--- src/rtl/decode_pkg.sv ---
// Shared constants for the decode stage: instruction field positions,
// instruction class codes and the bit each class takes in the one-hot class vector.
package decode_pkg;

   localparam int W_INSN     = 32;
   localparam int DOPC_WIDTH = 6;

   localparam int CLS_HI   = 31;
   localparam int CLS_LO   = 29;
   localparam int OPC_HI   = 28;
   localparam int OPC_LO   = 24;
   localparam int RD_HI    = 23;
   localparam int RD_LO    = 20;
   localparam int RS_HI    = 19;
   localparam int RS_LO    = 16;
   localparam int IMMF_BIT = 15;
   localparam int IMM_HI   = 14;
   localparam int IMM_LO   = 0;

   typedef enum logic [2:0] {
      CLS_INTE   = 3'd0,
      CLS_SHIFT  = 3'd1,
      CLS_LOGIC  = 3'd2,
      CLS_LOAD   = 3'd3,
      CLS_STORE  = 3'd4,
      CLS_BRANCH = 3'd5,
      CLS_ILL6   = 3'd6,
      CLS_ILL7   = 3'd7
   } cls_e;

   localparam int DOPC_INTE   = 5;
   localparam int DOPC_SHIFT  = 4;
   localparam int DOPC_LOGIC  = 3;
   localparam int DOPC_LOAD   = 2;
   localparam int DOPC_STORE  = 1;
   localparam int DOPC_BRANCH = 0;

   // Illegal classes map to all-zero; callers gate on legality separately.
   function automatic logic [DOPC_WIDTH-1:0] clsToDopc(input cls_e c);
      logic [DOPC_WIDTH-1:0] d;
      d = '0;
      case (c)
         CLS_INTE:   d[DOPC_INTE]   = 1'b1;
         CLS_SHIFT:  d[DOPC_SHIFT]  = 1'b1;
         CLS_LOGIC:  d[DOPC_LOGIC]  = 1'b1;
         CLS_LOAD:   d[DOPC_LOAD]   = 1'b1;
         CLS_STORE:  d[DOPC_STORE]  = 1'b1;
         CLS_BRANCH: d[DOPC_BRANCH] = 1'b1;
         default:    d = '0;
      endcase
      return d;
   endfunction

endpackage

--- src/rtl/decode_reg_file.sv ---
// Architectural register file: two read ports, one write port, write-first
// bypass so a same-cycle read of the written index sees the new data.
module decode_reg_file #(
   parameter int WORD = 32,
   parameter int W_RD = 4
) (
   input  logic            clk,
   input  logic            rst,
   input  logic [W_RD-1:0] i_rNumA,
   input  logic [W_RD-1:0] i_rNumB,
   output logic [WORD-1:0] o_rDataA,
   output logic [WORD-1:0] o_rDataB,
   input  logic            i_wEn,
   input  logic [W_RD-1:0] i_wNum,
   input  logic [WORD-1:0] i_wData
);

   logic [WORD-1:0] r_regs [2**W_RD];

   always_ff @(posedge clk) begin
      if (!rst) begin
         for (int i = 0; i < 2**W_RD; i++) begin
            r_regs[i] <= '0;
         end
      end else if (i_wEn) begin
         r_regs[i_wNum] <= i_wData;
      end
   end

   assign o_rDataA = (i_wEn && (i_wNum == i_rNumA)) ? i_wData : r_regs[i_rNumA];
   assign o_rDataB = (i_wEn && (i_wNum == i_rNumB)) ? i_wData : r_regs[i_rNumB];

endmodule

--- src/rtl/decode.sv ---
// Instruction decode stage: splits the fetched word into class/opcode/operands,
// reads the register file and interlocks on the one-cycle EX writeback hazard.
module decode
   import decode_pkg::*;
#(
   parameter int WORD   = 32,
   parameter int ADDR   = 32,
   parameter int W_RD   = 4,
   parameter int W_OPC  = 5,
   parameter int W_DOPC = 6
) (
   input  logic              clk,
   input  logic              rst,
   input  logic              v_i,
   output logic              stall_o,
   input  logic [31:0]       insn_i,
   input  logic [ADDR-1:0]   addr_i,
   input  logic              stall_i,
   output logic              v_o,
   output logic [WORD-1:0]   src_o,
   output logic [WORD-1:0]   dest_o,
   output logic              wb_o,
   output logic [W_RD-1:0]   rd_num_o,
   output logic [W_DOPC-1:0] dopc_o,
   output logic [W_OPC-1:0]  opc_o,
   output logic [ADDR-1:0]   origaddr_o,
   input  logic              rf_wb_i,
   input  logic [W_RD-1:0]   rf_rd_num_i,
   input  logic [WORD-1:0]   rf_rd_data_i,
   output logic              illegal_o
);

   cls_e                 w_cls;
   logic [W_OPC-1:0]     w_opc;
   logic [W_RD-1:0]      w_rd;
   logic [W_RD-1:0]      w_rs;
   logic                 w_immf;
   logic [IMM_HI:IMM_LO] w_imm;
   logic [WORD-1:0]      w_sext;
   logic [WORD-1:0]      w_rsData;
   logic [WORD-1:0]      w_rdData;
   logic                 w_legal;
   logic                 w_wb;
   logic                 w_hazard;

   logic                 r_v;
   logic                 r_wb;
   logic [WORD-1:0]      r_src;
   logic [WORD-1:0]      r_dest;
   logic [W_RD-1:0]      r_rdNum;
   logic [W_DOPC-1:0]    r_dopc;
   logic [W_OPC-1:0]     r_opc;
   logic [ADDR-1:0]      r_origAddr;
   logic                 r_illegal;

   assign w_cls  = cls_e'(insn_i[CLS_HI:CLS_LO]);
   assign w_opc  = insn_i[OPC_HI:OPC_LO];
   assign w_rd   = insn_i[RD_HI:RD_LO];
   assign w_rs   = insn_i[RS_HI:RS_LO];
   assign w_immf = insn_i[IMMF_BIT];
   assign w_imm  = insn_i[IMM_HI:IMM_LO];
   assign w_sext = {{(WORD-(IMM_HI+1)){w_imm[IMM_HI]}}, w_imm};

   assign w_legal = (w_cls != CLS_ILL6) && (w_cls != CLS_ILL7);
   assign w_wb    = (w_cls == CLS_INTE) || (w_cls == CLS_SHIFT) ||
                    (w_cls == CLS_LOGIC) || (w_cls == CLS_LOAD);

   // rd is compared unconditionally because store and branch also read it.
   assign w_hazard = v_i && r_v && r_wb && w_legal &&
                     ((r_rdNum == w_rd) || (!w_immf && (r_rdNum == w_rs)));

   assign stall_o = stall_i || w_hazard;

   decode_reg_file #(
      .WORD (WORD),
      .W_RD (W_RD)
   ) u_regFile (
      .clk      (clk),
      .rst      (rst),
      .i_rNumA  (w_rs),
      .i_rNumB  (w_rd),
      .o_rDataA (w_rsData),
      .o_rDataB (w_rdData),
      .i_wEn    (rf_wb_i),
      .i_wNum   (rf_rd_num_i),
      .i_wData  (rf_rd_data_i)
   );

   // Bubbles clear only v/wb; the data fields keep their last values.
   always_ff @(posedge clk) begin
      if (!rst) begin
         r_v        <= 1'b0;
         r_wb       <= 1'b0;
         r_src      <= '0;
         r_dest     <= '0;
         r_rdNum    <= '0;
         r_dopc     <= '0;
         r_opc      <= '0;
         r_origAddr <= '0;
         r_illegal  <= 1'b0;
      end else if (stall_i) begin
         r_v <= r_v;
      end else if (w_hazard || !v_i) begin
         r_v  <= 1'b0;
         r_wb <= 1'b0;
      end else if (!w_legal) begin
         r_v       <= 1'b0;
         r_wb      <= 1'b0;
         r_illegal <= 1'b1;
      end else begin
         r_v        <= 1'b1;
         r_wb       <= w_wb;
         r_src      <= w_immf ? w_sext : w_rsData;
         r_dest     <= w_rdData;
         r_rdNum    <= w_rd;
         r_dopc     <= clsToDopc(w_cls);
         r_opc      <= w_opc;
         r_origAddr <= addr_i;
      end
   end

   assign v_o        = r_v;
   assign wb_o       = r_wb;
   assign src_o      = r_src;
   assign dest_o     = r_dest;
   assign rd_num_o   = r_rdNum;
   assign dopc_o     = r_dopc;
   assign opc_o      = r_opc;
   assign origaddr_o = r_origAddr;
   assign illegal_o  = r_illegal;

endmodule
--- config.mk ---
export PLATFORM = sky130hd
export DESIGN_NAME = decode
export DESIGN_NICKNAME = d
export VERILOG_FILES = /design/src/rtl/decode_pkg.sv /design/src/rtl/decode_reg_file.sv /design/src/rtl/decode.sv
export SDC_FILE = /design/constraint.sdc
export NUM_CORES = 1
export LEC_CHECK = 0
export CORE_MARGIN = 5
export CORE_UTILIZATION = 60
export CTS_CLUSTER_DIAMETER = 50
export DETAILED_ROUTE_END_ITERATION = 8
export PLACE_DENSITY = 0.81
export SYNTH_ARGS = -nofsm -noshare
export SYNTH_HDL_FRONTEND = slang
export SYNTH_HIERARCHICAL = 1
export SYNTH_SLANG_ARGS = --single-unit
--- constraint.sdc ---
create_clock -name clk -period 4.7 [get_ports clk]
set_clock_uncertainty 0.1 [all_clocks]
set_input_delay 0.94 -clock clk [delete_from_list [all_inputs] [get_ports clk]]
set_output_delay 0.94 -clock clk [all_outputs]
set_load 0.05 [all_outputs]
Word level (Yosys, flattened, before mapping)

Memories as Yosys holds them, arrays and structs flattened. A register that Yosys moved wholly into a read port is not among the register bits.
Cells that the tools add are included.

Flip-flop bits (word level): 82
Memory bits (writable): 512
Input bits: 105
Output and inout bits: 115
Word-level logic and storage cells: 61
Memories: 1

Equality and inequality tests: 10
Mux-type cells: 19
Bitwise gates (word level): 3
Reductions and logical operators: 20

Memory list:

| memory           | depth | width | read ports | clocked after Yosys merged registers in | write ports | line                  | text |
|---|---|---|---|---|---|---|---|
| u_regFile.r_regs | 16    | 32    | 2          | 1                                       | 16          | decode_reg_file.sv:18 | `logic [WORD-1:0] r_regs [2**W_RD];` |

Operator list:

| kind                                                 | number |
|---|---|
| two-way mux 32 bit                                   | 3 |
| OR reduction 32 bit                                  | 1 |
| two-way mux 1 bit                                    | 15 |
| equality test 4 bit                                  | 3 |
| logical AND 1 bit                                    | 7 |
| equality test 3 x 2 -> 1 bit (second input constant) | 2 |
| equality test 3 bit (second input constant)          | 2 |
| logical OR 1 bit                                     | 6 |
| != test 3 bit (second input constant)                | 2 |
| AND reduction 3 bit                                  | 2 |
| two-way mux 4 bit                                    | 1 |
| equality test 3 x 1 -> 1 bit (second input constant) | 1 |
| logical NOT 1 bit                                    | 3 |
| logical NOT 3 bit                                    | 1 |
| NOT 1 bit                                            | 3 |

Longest topological paths before layout

Depth after elaboration: 7
Gate-level depth with buffers: 11
Mapped depth without buffers: 8

Cells and area by module

The synthesis kept the hierarchy.

By module, submodules not included:

| module          | times used | cells an instance | area each (um2) | sequential area each (um2) |
|---|---|---|---|---|
| decode_reg_file | 1          | 1768              | 27333.7         | 15374.7 |
| decode          | 1          | 567               | 4942.2          | 2282.2 |

Worst setup path after synthesis

OpenSTA, ideal clock, no wires.

Kind: in2reg
Start point: in rst
End point: mem u_regFile.r_regs[6][0] (enable)
Library setup time: 466 ps
Data arrival time: 3778 ps
Data required time: 4134 ps
Setup slack: 356 ps
Stages: 3
Path buffers: 1
Path through: clkbuf_1 > nand4b_1 > o21ai_0

RTL lines:

| item            | line                  | text |
|---|---|---|
| start, declared | decode.sv:13          | `input logic rst,` |
| end, declared   | decode_reg_file.sv:18 |  |

Worst setup path after layout

Start point: in insn_i[18]
End point: out stall_o

Word-level cells in the longest chain between the ends: 5

Ends and longest elaborated chain:

| item                | line         | text |
|---|---|---|
| start, declared     | decode.sv:16 | `input logic [31:0] insn_i,` |
| equality test 4 bit | decode.sv:70 | `((r_rdNum == w_rd) \|\| (!w_immf && (r_rdNum == w_rs)));` |
| logical AND 1 bit   | decode.sv:70 |  |
| logical OR 1 bit    | decode.sv:70 |  |
| logical AND 1 bit   | decode.sv:69 | `assign w_hazard = v_i && r_v && r_wb && w_legal &&` |
| logical OR 1 bit    | decode.sv:72 | `assign stall_o = stall_i \|\| w_hazard;` |
| end, declared       | decode.sv:15 | `output logic stall_o,` |

Every way passes these cells.

==> reports/qor.json <==
{
  "post-cts-setup-buffer-count": {"value": 0},
  "end_kind": {"value": "primary output"},
  "mappedNetlistArea": {"value": 0.0323, "unit": "mm2"},
  "rsz_0062_raised_after_global_routing": {"value": "no"},
  "nets_in_the_synthesized_netlist": {"value": 2440},
  "syn_avg_cell_area": {"value": 13.8, "unit": "um2"},
  "syn-instance-count": {"value": 2335},
  "criticalPathCategory": {"value": "in -> out"},
  "dieWidth": {"value": 242, "unit": "um"},
  "commonest_cells_after_routing_fill_and_taps_aside": {"value": "sky130_fd_sc_hd__and2_1 (514), sky130_fd_sc_hd__edfxtp_1 (512), sky130_fd_sc_hd__nand2_1 (287), sky130_fd_sc_hd__mux4_2 (258), sky130_fd_sc_hd__clkdlybuf4s50_1 (213)"},
  "static-leakage-power": {"value": 13.5, "unit": "nW"},
  "worst-endpoint-required": {"value": 3.66, "unit": "ns"},
  "grt_first_pass_wirelength": {"value": 145, "unit": "mm"},
  "chipHeight": {"value": 242, "unit": "um"},
  "route.vias.total": {"value": 22200},
  "worstSetupStartpoint": {"value": "insn_i[18]"},
  "port_buffers": {"value": 219},
  "grt_antenna_before_repair": {"value": 5},
  "clock.fmax": {"value": 255, "unit": "MHz"},
  "cts.reportedPaths.clkPinSlew": {"value": 0.06, "unit": "ns"},
  "worstMarginPinSlew": {"value": 1.03, "unit": "ns"},
  "vdd_drop_max": {"value": 0.259, "unit": "mV"},
  "ratio_of_cells_with_drive_above_1_in_the_final_layout": {"value": 22.7, "unit": "%"},
  "timing.critical_path.fanout_max": {"value": 10},
  "cts-buffers-inserted": {"value": 71},
  "synth_cell_type_count": {"value": 35},
  "timing.final.max_slew_violations": {"value": 0},
  "cts-htree-levels": {"value": 3},
  "fin_setup_tns": {"value": 0, "unit": "ns"},
  "timing.final.crit_share": {"value": 83.3, "unit": "%"},
  "hold_buffers": {"value": 0},
  "overflow_left_after_global_routing": {"value": 0},
  "first_global_vias": {"value": 22900},
  "post_drt_wl_per_cell": {"value": 30.2, "unit": "um"},
  "num_io_pins": {"value": 220},
  "clock_insertion_delay_worst_skew": {"value": 0.61, "unit": "ns"},
  "via_per_inst": {"value": 6.82},
  "post_dp_hpwl": {"value": 59.7, "unit": "mm"},
  "yosys_warnings": {"value": 6},
  "synthToLayoutAreaGrowth": {"value": 17.8, "unit": "%"},
  "drcViolationCount": {"value": 0},
  "initial_utilization": {"value": 60.2, "unit": "%"},
  "cts.sinks": {"value": 626},
  "first_iter_violations": {"value": 2803},
  "final_nets": {"value": 2606},
  "whs": {"value": 0.356, "unit": "ns"},
  "post_route_total_power": {"value": 13.9, "unit": "mW"},
  "synthDominantCellAreaShare": {"value": 47.6, "unit": "%"},
  "critPathArrivalTime": {"value": 2.87, "unit": "ns"},
  "layout_commonest_cell": {"value": "sky130_fd_sc_hd__and2_1"},
  "worstSetupStartpointType": {"value": "input port"},
  "rows": {"value": 85},
  "hp-class": {"value": "reg -> reg"},
  "grt_max_degree": {"value": 187},
  "die_area": {"value": 0.0585, "unit": "mm2"},
  "gp_congestion": {"value": 0.879},
  "post_cts_resize_count": {"value": 0},
  "max_cap_viol_count": {"value": 0},
  "result_of_the_run": {"value": "finished clean"},
  "power.density_cell_area": {"value": 366, "unit": "mW/mm2"},
  "timing.final.setup_violations": {"value": 0},
  "cts_max_path_buffers": {"value": 3},
  "period_minus_slack": {"value": 3.91, "unit": "ns"},
  "grt_use_total": {"value": 32.9, "unit": "%"},
  "final_hold_viol_count": {"value": 0},
  "synth.yosys.seq_area_share": {"value": 54.7, "unit": "%"},
  "ys_ff_latch": {"value": 626},
  "synth_top_cell_by_area": {"value": "sky130_fd_sc_hd__edfxtp_1"},
  "regToRegStartpoint": {"value": "rd_num_o[3]$_SDFFE_PN0P_"},
  "tritoncts": {"value": "yes"},
  "placeableCoreArea": {"value": 0.0536, "unit": "mm2"},
  "finalWirelength": {"value": 98.3, "unit": "mm"},
  "detailedRoute.firstPassIterationCount": {"value": 7},
  "clock_tree.root_cell": {"value": "sky130_fd_sc_hd__clkbuf_16"},
  "synth_top_cells_by_area": {"value": "sky130_fd_sc_hd__edfxtp_1 (48%), sky130_fd_sc_hd__mux4_2 (18%), sky130_fd_sc_hd__and2_1 (9.9%)"},
  "holdCritStartpoint": {"value": "origaddr_o[18]$_SDFFE_PN0P_"},
  "max-slew-margin-rel": {"value": 31.5, "unit": "%"},
  "ant_nets": {"value": 0}
}
## synth_stat cells (all sizes together)
cell    count
nor4        3
o211ai      1
edfxtp    512
buf        53
xnor2       5
mux2       78
o21a        2
a21boi      2
dfxtp     114
nor2       17
a41oi       1
nand4b      2
and2      514
inv        18
o21ai      34
a22oi     124
or3         1
nand4       2
mux4      258
nor3        5
a21oi       1
mux2i     105
o22ai       6
o21bai      1
nand2b      8
nor3b       1
xor2       11
clkbuf    165
nand2     287
nor2b       4
## worst max-delay path, stage by stage
cell                              delay (ns)
sky130_fd_sc_hd__clkdlybuf4s50_1        0.73
sky130_fd_sc_hd__xor2_1                 0.27
sky130_fd_sc_hd__nor2_1                 0.16
sky130_fd_sc_hd__a41oi_2                0.26
sky130_fd_sc_hd__o21bai_1               0.33
sky130_fd_sc_hd__buf_12                 0.18
## flip-flops by register name, summed over array words and instances (netlist names)
register          count
u_regFile/r_regs    512
dest_o               32
origaddr_o           32
src_o                32
dopc_o                6
opc_o                 5
rd_num_o              4
illegal_o             1
v_o                   1
wb_o                  1
## where the power goes
part / internal, mW / switching (mW) / total [mW]
logic: 0.823 / 1.05 / 1.87
registers: 6.31 / 0.176 / 6.48
clock network: 3.31 / 2.26 / 5.57
total: 10.4 / 3.48 / 13.9
## final cells by class
class	instances	area [um2]
sequential	626	17700
fill	3384	15600
multi-input combinational	1473	13900
timing repair buffer	311	3200
clock buffer	94	1980
tap	696	871
clock inverter	37	354
inverter	18	67.6
antenna	1	2.50
## final timing paths
check / to / slack [ns] / cells past startpoint
min: origaddr_o[18]$_SDFFE_PN0P_ / 0.36 / 2
min reg2reg: origaddr_o[18]$_SDFFE_PN0P_ / 0.36 / 2
max: stall_o / 0.79 / 6
max reg2reg: dest_o[10]$_SDFFE_PN0P_ / 2.24 / 6
## layer usage
layer	global-route usage [%]	vias to the layer above	share of wire [%]
met3	9.53	381	13
met1	40.5	11000	33
li1	-	9048	-
met4	16.6	4	5.6
met5	0	-	0.026
met2	53.8	1730	48
## kinds of logic after synthesis
group | count (synthesis) | synth area share [%]
AOI/OAI and AO/OA | 172 | 3.74
and+or+nand+nor | 844 | 14.1
buffers and inverters | 236 | 3.07
DFF | 626 | 54.7
muxes | 441 | 24.0
xor gates and xnor gates | 16 | 0.434
## through the flow
stage          area (um2)  utilization [%]  setup slack (ns)  std cells
4_1_cts             38000             70.9             0.796       3255
6_report            38000             71.0             0.786       3256
2_1_floorplan       32300                -             0.356       2335
3_5_place_dp        35700             66.6             0.793       3124
3_3_place_gp        35700             66.6             0.815       3124
5_1_grt             38000             71.0             0.697       3256
No activity file was read; power rests on OpenSTA's default activity.
